`src/rtl/fifo_defs.vh`:
```
// Shared FIFO sizing helpers for the write-side and read-side pointer blocks.
// Pulled in by fifo_wptr_full and, later, fifo_rptr_empty.
`ifndef FIFO_DEFS_VH
`define FIFO_DEFS_VH

`define FIFO_DEFAULT_ADDR_WIDTH 4
`define FIFO_DEPTH(aw) (1 << (aw))
`define FIFO_PTR_WIDTH(aw) ((aw) + 1)
`define FIFO_PTR_RST '0

`endif

```
`src/rtl/fifo_wptr_full_pkg.sv`:
```
// Package for the write-side pointer controller: default sizing and helpers
// shared with the interface and the top.
`include "fifo_defs.vh"

package fifo_wptr_full_pkg;

  localparam int DEFAULT_ADDR_WIDTH = `FIFO_DEFAULT_ADDR_WIDTH;

  function automatic int depth_of(input int addr_width);
    return `FIFO_DEPTH(addr_width);
  endfunction

  function automatic int ptr_width_of(input int addr_width);
    return `FIFO_PTR_WIDTH(addr_width);
  endfunction

endpackage

```
`src/rtl/fifo_wptr_full_if.sv`:
```


interface fifo_wptr_full_if
  import fifo_wptr_full_pkg::*;
#(
  parameter int ADDR_WIDTH = DEFAULT_ADDR_WIDTH
);
  localparam int PTR_WIDTH = ADDR_WIDTH + 1;

  logic                  wr_en;
  logic [PTR_WIDTH-1:0]  rptr_sync;
  logic [PTR_WIDTH-1:0]  wptr;
  logic [ADDR_WIDTH-1:0] waddr;
  logic                  wr_accept;
  logic                  full;
  logic [PTR_WIDTH-1:0]  level;
  logic                  overflow;
  logic                  almost_full;

  modport master (
    output wr_en, rptr_sync,
    input  wptr, waddr, wr_accept, full, level, overflow, almost_full
  );

  modport slave (
    input  wr_en, rptr_sync,
    output wptr, waddr, wr_accept, full, level, overflow, almost_full
  );

endinterface

```
`src/rtl/fifo_wptr_full.sv`:
```
// Write-side pointer and full-flag controller of the async FIFO (write clock
// domain). Owns the registered binary write pointer that feeds the RAM write
// address and the read-domain synchronizer; derives full, fill level and
// overflow from the read pointer already synchronized into this domain.
// Optional almost_full comparator: define FIFO_WPTR_ALMOST_FULL_EN.
`include "fifo_defs.vh"

module fifo_wptr_full
  import fifo_wptr_full_pkg::*;
#(
  parameter int ADDR_WIDTH   = DEFAULT_ADDR_WIDTH,
  parameter int PTR_WIDTH    = `FIFO_PTR_WIDTH(ADDR_WIDTH),
  parameter int AFULL_THRESH = `FIFO_DEPTH(ADDR_WIDTH) - 2
) (
  input logic             clk,
  input logic             rst,
  fifo_wptr_full_if.slave bus
);

  localparam int DEPTH = depth_of(ADDR_WIDTH);
  localparam logic [PTR_WIDTH-1:0] DEPTH_LVL = PTR_WIDTH'(DEPTH);

  // The wrap bit is what lets level reach DEPTH, so the width is not free.
  if (PTR_WIDTH != ptr_width_of(ADDR_WIDTH)) begin : g_bad_ptr_width
    $error("fifo_wptr_full: PTR_WIDTH must be ADDR_WIDTH+1");
  end
  if (AFULL_THRESH < 1 || AFULL_THRESH > DEPTH) begin : g_bad_afull
    $error("fifo_wptr_full: AFULL_THRESH out of range 1..DEPTH");
  end

  logic [PTR_WIDTH-1:0] wptr_q;
  logic [PTR_WIDTH-1:0] wptr_nxt;
  logic [PTR_WIDTH-1:0] level_q;
  logic [PTR_WIDTH-1:0] level_nxt;
  logic                 full_q;
  logic                 full_nxt;
  logic                 overflow_q;
  logic                 accept;

  // Reset masks the RAM write enable so a write concurrent with reset never
  // lands in the RAM; outside reset this is exactly wr_en & ~full.
  assign accept    = bus.wr_en & ~full_q & ~rst;
  assign wptr_nxt  = wptr_q + PTR_WIDTH'(accept);
  // Modular difference keeps the level correct across the pointer wrap.
  assign level_nxt = wptr_nxt - bus.rptr_sync;
  assign full_nxt  = (level_nxt == DEPTH_LVL);

  // Pointer, level, full and overflow registers; reset wins over any write.
  always_ff @(posedge clk) begin
    if (rst) begin
      wptr_q     <= `FIFO_PTR_RST;
      level_q    <= '0;
      full_q     <= 1'b0;
      overflow_q <= 1'b0;
    end else begin
      wptr_q     <= wptr_nxt;
      level_q    <= level_nxt;
      full_q     <= full_nxt;
      overflow_q <= bus.wr_en & full_q;
    end
  end

`ifdef FIFO_WPTR_ALMOST_FULL_EN
  localparam logic [PTR_WIDTH-1:0] AFULL_LVL = PTR_WIDTH'(AFULL_THRESH);
  logic afull_q;

  // Almost-full tracks the next level with the same timing as full.
  always_ff @(posedge clk) begin
    if (rst) begin
      afull_q <= 1'b0;
    end else begin
      afull_q <= (level_nxt >= AFULL_LVL);
    end
  end

  assign bus.almost_full = afull_q;
`else
  assign bus.almost_full = 1'b0;
`endif

  // wptr goes straight from the register to the downstream Gray encoder.
  assign bus.wptr      = wptr_q;
  assign bus.waddr     = wptr_q[ADDR_WIDTH-1:0];
  assign bus.wr_accept = accept;
  assign bus.full      = full_q;
  assign bus.level     = level_q;
  assign bus.overflow  = overflow_q;

`ifndef SYNTHESIS
  logic [PTR_WIDTH-1:0] occ_now;
  assign occ_now = wptr_q - bus.rptr_sync;

  // A synchronized read pointer more than DEPTH behind (or ahead of) wptr
  // means the read side broke protocol.
  always_ff @(posedge clk) begin
    if (!rst) begin
      assert (occ_now <= DEPTH_LVL);
    end
  end
`endif

endmodule

```
`src/flat_wrapper.sv`:
```
// flat-port wrapper written by rule: the top's interface ports become plain ports
module fifo_wptr_full_flat import fifo_wptr_full_pkg::*;
#(
  parameter int ADDR_WIDTH   = DEFAULT_ADDR_WIDTH,
  parameter int PTR_WIDTH    = `FIFO_PTR_WIDTH(ADDR_WIDTH),
  parameter int AFULL_THRESH = `FIFO_DEPTH(ADDR_WIDTH) - 2
)
  (clk, rst, bus_wr_en, bus_rptr_sync, bus_wptr, bus_waddr, bus_wr_accept, bus_full, bus_level, bus_overflow, bus_almost_full);
  fifo_wptr_full_if #(.ADDR_WIDTH(ADDR_WIDTH)) bus_i ();
  input logic clk;
  input logic rst;
  input wire logic [$bits(bus_i.wr_en)-1:0] bus_wr_en;
  input wire logic [$bits(bus_i.rptr_sync)-1:0] bus_rptr_sync;
  output wire logic [$bits(bus_i.wptr)-1:0] bus_wptr;
  output wire logic [$bits(bus_i.waddr)-1:0] bus_waddr;
  output wire logic [$bits(bus_i.wr_accept)-1:0] bus_wr_accept;
  output wire logic [$bits(bus_i.full)-1:0] bus_full;
  output wire logic [$bits(bus_i.level)-1:0] bus_level;
  output wire logic [$bits(bus_i.overflow)-1:0] bus_overflow;
  output wire logic [$bits(bus_i.almost_full)-1:0] bus_almost_full;
  assign bus_i.wr_en = bus_wr_en;
  assign bus_i.rptr_sync = bus_rptr_sync;
  assign bus_wptr = bus_i.wptr;
  assign bus_waddr = bus_i.waddr;
  assign bus_wr_accept = bus_i.wr_accept;
  assign bus_full = bus_i.full;
  assign bus_level = bus_i.level;
  assign bus_overflow = bus_i.overflow;
  assign bus_almost_full = bus_i.almost_full;
  fifo_wptr_full #(.ADDR_WIDTH(ADDR_WIDTH), .PTR_WIDTH(PTR_WIDTH), .AFULL_THRESH(AFULL_THRESH)) u_core (.clk(clk), .rst(rst), .bus(bus_i));
endmodule
```
`config.mk`:
```
export PLATFORM = sky130hd
export DESIGN_NAME = fifo_wptr_full_flat
export DESIGN_NICKNAME = d
export VERILOG_FILES = /design/src/rtl/fifo_wptr_full_pkg.sv /design/src/rtl/fifo_wptr_full_if.sv /design/src/rtl/fifo_wptr_full.sv /design/src/flat_wrapper.sv
export VERILOG_INCLUDE_DIRS = /design/src /design/src/rtl
export SDC_FILE = /design/constraint.sdc
export NUM_CORES = 1
export LEC_CHECK = 0
export BUFFER_PORTS_ARGS = -buffer_cell sky130_fd_sc_hd__buf_4
export CAP_MARGIN = 25
export CORE_MARGIN = 1
export CORE_UTILIZATION = 44
export CTS_BUF_LIST = sky130_fd_sc_hd__clkbuf_16
export DETAILED_ROUTE_END_ITERATION = 16
export GPL_TIMING_DRIVEN = 0
export PLACE_DENSITY = 0.74
export REMOVE_ABC_BUFFERS = 1
export SYNTH_ARGS = -nofsm -noshare
export SYNTH_HDL_FRONTEND = slang
export SYNTH_SLANG_ARGS = --single-unit
```
`constraint.sdc`:
```
create_clock -name clk -period 3 [get_ports clk]
set_clock_uncertainty 0.05 [all_clocks]
set_input_delay 0.45 -clock clk [delete_from_list [all_inputs] [get_ports clk]]
set_output_delay 0.45 -clock clk [all_outputs]
set_load 0.05 [all_outputs]
```
==> results_dict.tcl <==
set metrics [dict create \
    status "completed" \
    cts_setup_buffers 0 \
    clockBufferDepth 2 \
    dpl.hpwl_um 811 \
    drc 0 \
    design.core.area_sq_um 1300 \
    design_area_sq_um 847 \
    whs_ns 0.391 \
    netlist_top_cells_count "dfxtp_1 (12), inv_1 (7), ha_1 (6), nor2_1 (6), buf_4 (5)" \
    cp_max_fo 9 \
    critical_path_class "in2reg" \
    fin_crit_ns 2.50 \
    cts_tree "done" \
    yosys.area_share.xor_xnor_pct 9.63 \
    critical_path_arrival_ns 2.61 \
    muxShareOfSynthArea_pct 0 \
    dieWidth_um 39.3 \
    drt_pass1_iterations 2 \
    dpl_cell_area_sq_um 768 \
    yosysWarnings 0 \
    cts_buffers 3 \
    synth_top_area_share_pct 39.3 \
    pin_count 26 \
    slew_violations 0 \
    ys.flop_type "dfxtp_1" \
    avgSynthCellArea_sq_um 9.85 \
    place.gp.congestion 0.658 \
    synthesis.area_sq_um 611 \
    ys_seq_area_share_pct 39.3 \
    track_usage_pct 16.9 \
    port_buffers 24 \
    route.met2.wl_um 548 \
    synth_cell_types 25 \
    synthesis.instances 62 \
    die_h_um 39.3 \
    cts.repair.resized 0 \
    finalSetupViolCount 0 \
    hold_class "in2reg" \
    grt_max_degree 10 \
    worstSkewPairLatency_ns 0.24 \
    grt_pass1_wl_mm 1.63 \
    hold_viol_final 0 \
    cts_num_sinks 12 \
    synthAdderAreaFrac_pct 15.6 \
    finalNetCount 100 \
    routedWlPerCell_um 10.8 \
    synth_area_leaders "dfxtp_1 (39%), ha_1 (12%), buf_4 (6.1%)" \
    antenna_left 0 \
    synth.most_common_cell "dfxtp_1" \
    start_kind "input port" \
    synth_edf_count 0 \
    p_leak_nw 0.440 \
    async_flop_share_pct 0 \
    syn_to_final_growth_pct 38.7 \
    grt_antenna_before_repair 0 \
    setup.worst_path.end_class "flip-flop" \
    met1_length_um 442 \
    crit_required_ns 3.10 \
    fp-row-count 13 \
    clk_pin_slew_ns 0.04 \
    fin_setup_tns_ns 0 \
    fp.dieArea_sq_um 1540 \
    cap_viol_max_count 0 \
    synth_seq_cells 12 \
    cts-root-buf "clkbuf_16" \
    wl_mm 1.07 \
    h-tree-depth 1 \
    drive_gt1_share_pct 34.5 \
    grt-ovfl-total 0 \
    grt_pass1_vias 401 \
    ir_drop_uv 472 \
    route.top_layer_used "met3" \
    initial_core_util_pct 46.9 \
    synth_top_family_by_area "simple AND/OR/NAND/NOR gates" \
    cts_hold_buf 0 \
    n_antenna_cell 0 \
    power_density_nw_per_um2 623 \
    post-place-ws_ns 0.260 \
    fmax_ghz 0.400 \
    rsz0062_at_grt "no" \
    drt_iter0_markers 1 \
    vias 453 \
    fin_ws_ns 0.498 \
    routed-wl-met3_um 77 \
    finalCritPeriodShare_pct 83.4 \
    synth-compound-area-share_pct 6.76 \
    postLayoutCoreUtil_pct 65.1 \
    avgViaCountPerCell 4.58 \
    yosys.area.top_type "dfxtp_1" \
    yosys.area_share.simple_pct 17.0 \
]
==> critical path: stages <==
cell,delay [ns]
buf_4,0.14
nor3b_1,0.28
ha_1,0.24
ha_1,0.21
xor2_1,0.19
ha_1,0.29
nor2b_1,0.14
o21ai_0,0.23
nand4_1,0.18
a221oi_2,0.26
==> power breakdown <==
part | switching (mW) | internal (mW) | leakage [nW]
sequential | 0.00379 | 0.170 | 0.0983
clock | 0.0682 | 0.175 | 0.0385
combinational | 0.0726 | 0.0377 | 0.303
==> stage by stage <==
step | instances | power [mW]
after detailed placement | 95 | 0.287
after global routing | 99 | 0.552
after floorplan | 56 | 0.252
after global placement | 95 | 0.285
after CTS | 99 | 0.533
final | 99 | 0.527
==> worst paths after layout <==
| kind | slack [ns] | from | to | depth (start not counted) |
|---|---|---|---|---|
| worst max-delay path | 0.50 | rst | u_core.bus.full | 10 |
| worst min-delay path | 0.39 | rst | u_core.bus.wptr[0] | 2 |
| worst max register to register | 0.53 | u_core.bus.full | u_core.bus.full | 9 |
| worst min register to register | 0.47 | u_core.bus.full | u_core.bus.overflow | 1 |
==> cell families after synthesis <==
| family | count (synthesis) |
|---|---|
| simple gates | 19 |
| xor+xnor | 5 |
| buf+inv | 13 |
| flops | 12 |
| compound gates | 5 |
| other cells | 1 |
| fa+ha+maj | 7 |
==> routing by layer <==
metal / vias to the layer above / track usage, %
met1: 194 / 17.6
met2: 15 / 27.9
met4: 0 / 5.17
met3: 0 / 10.2
li1: 244 / -
met5: - / 0
==> area by class of cell <==
cell class	count	area, sq um
Clock buffer	3	75.1
Multi-Input combinational cell	37	303
Timing Repair Buffer	24	180
Fill cell	119	454
Sequential cell	12	240
Inverter	7	26.3
Clock inverter	1	3.75
Tap cell	15	18.8
==> cells in the final DEF (no fill, tap or decap) <==
cell,Yosys,layout
buf_4,5,24
dfxtp_1,12,12
inv_1,7,7
nor2_1,6,6
ha_1,6,6
xor2_1,3,3
clkbuf_16,0,3
nand3_1,2,2
and2_1,2,2
and3_1,2,2
nor2b_1,2,2
xnor2_1,1,1
nand3_2,1,1
xor3_1,1,1
o21ai_0,1,1
nand4_1,1,1
a211o_1,1,1
o21a_1,1,1
o21ai_1,1,1
or3_1,1,1
a221oi_2,1,1
nand2_1,1,1
nor3b_1,1,1
fa_1,1,1
conb_1,1,1
clkinv_1,0,1
==> registers in the layout, summed over array words and instances (netlist names) <==
name / count
u_core.bus.full: 1
u_core.bus.level: 5
u_core.bus.overflow: 1
u_core.bus.wptr: 5
Power figures use the tool's default switching activity.
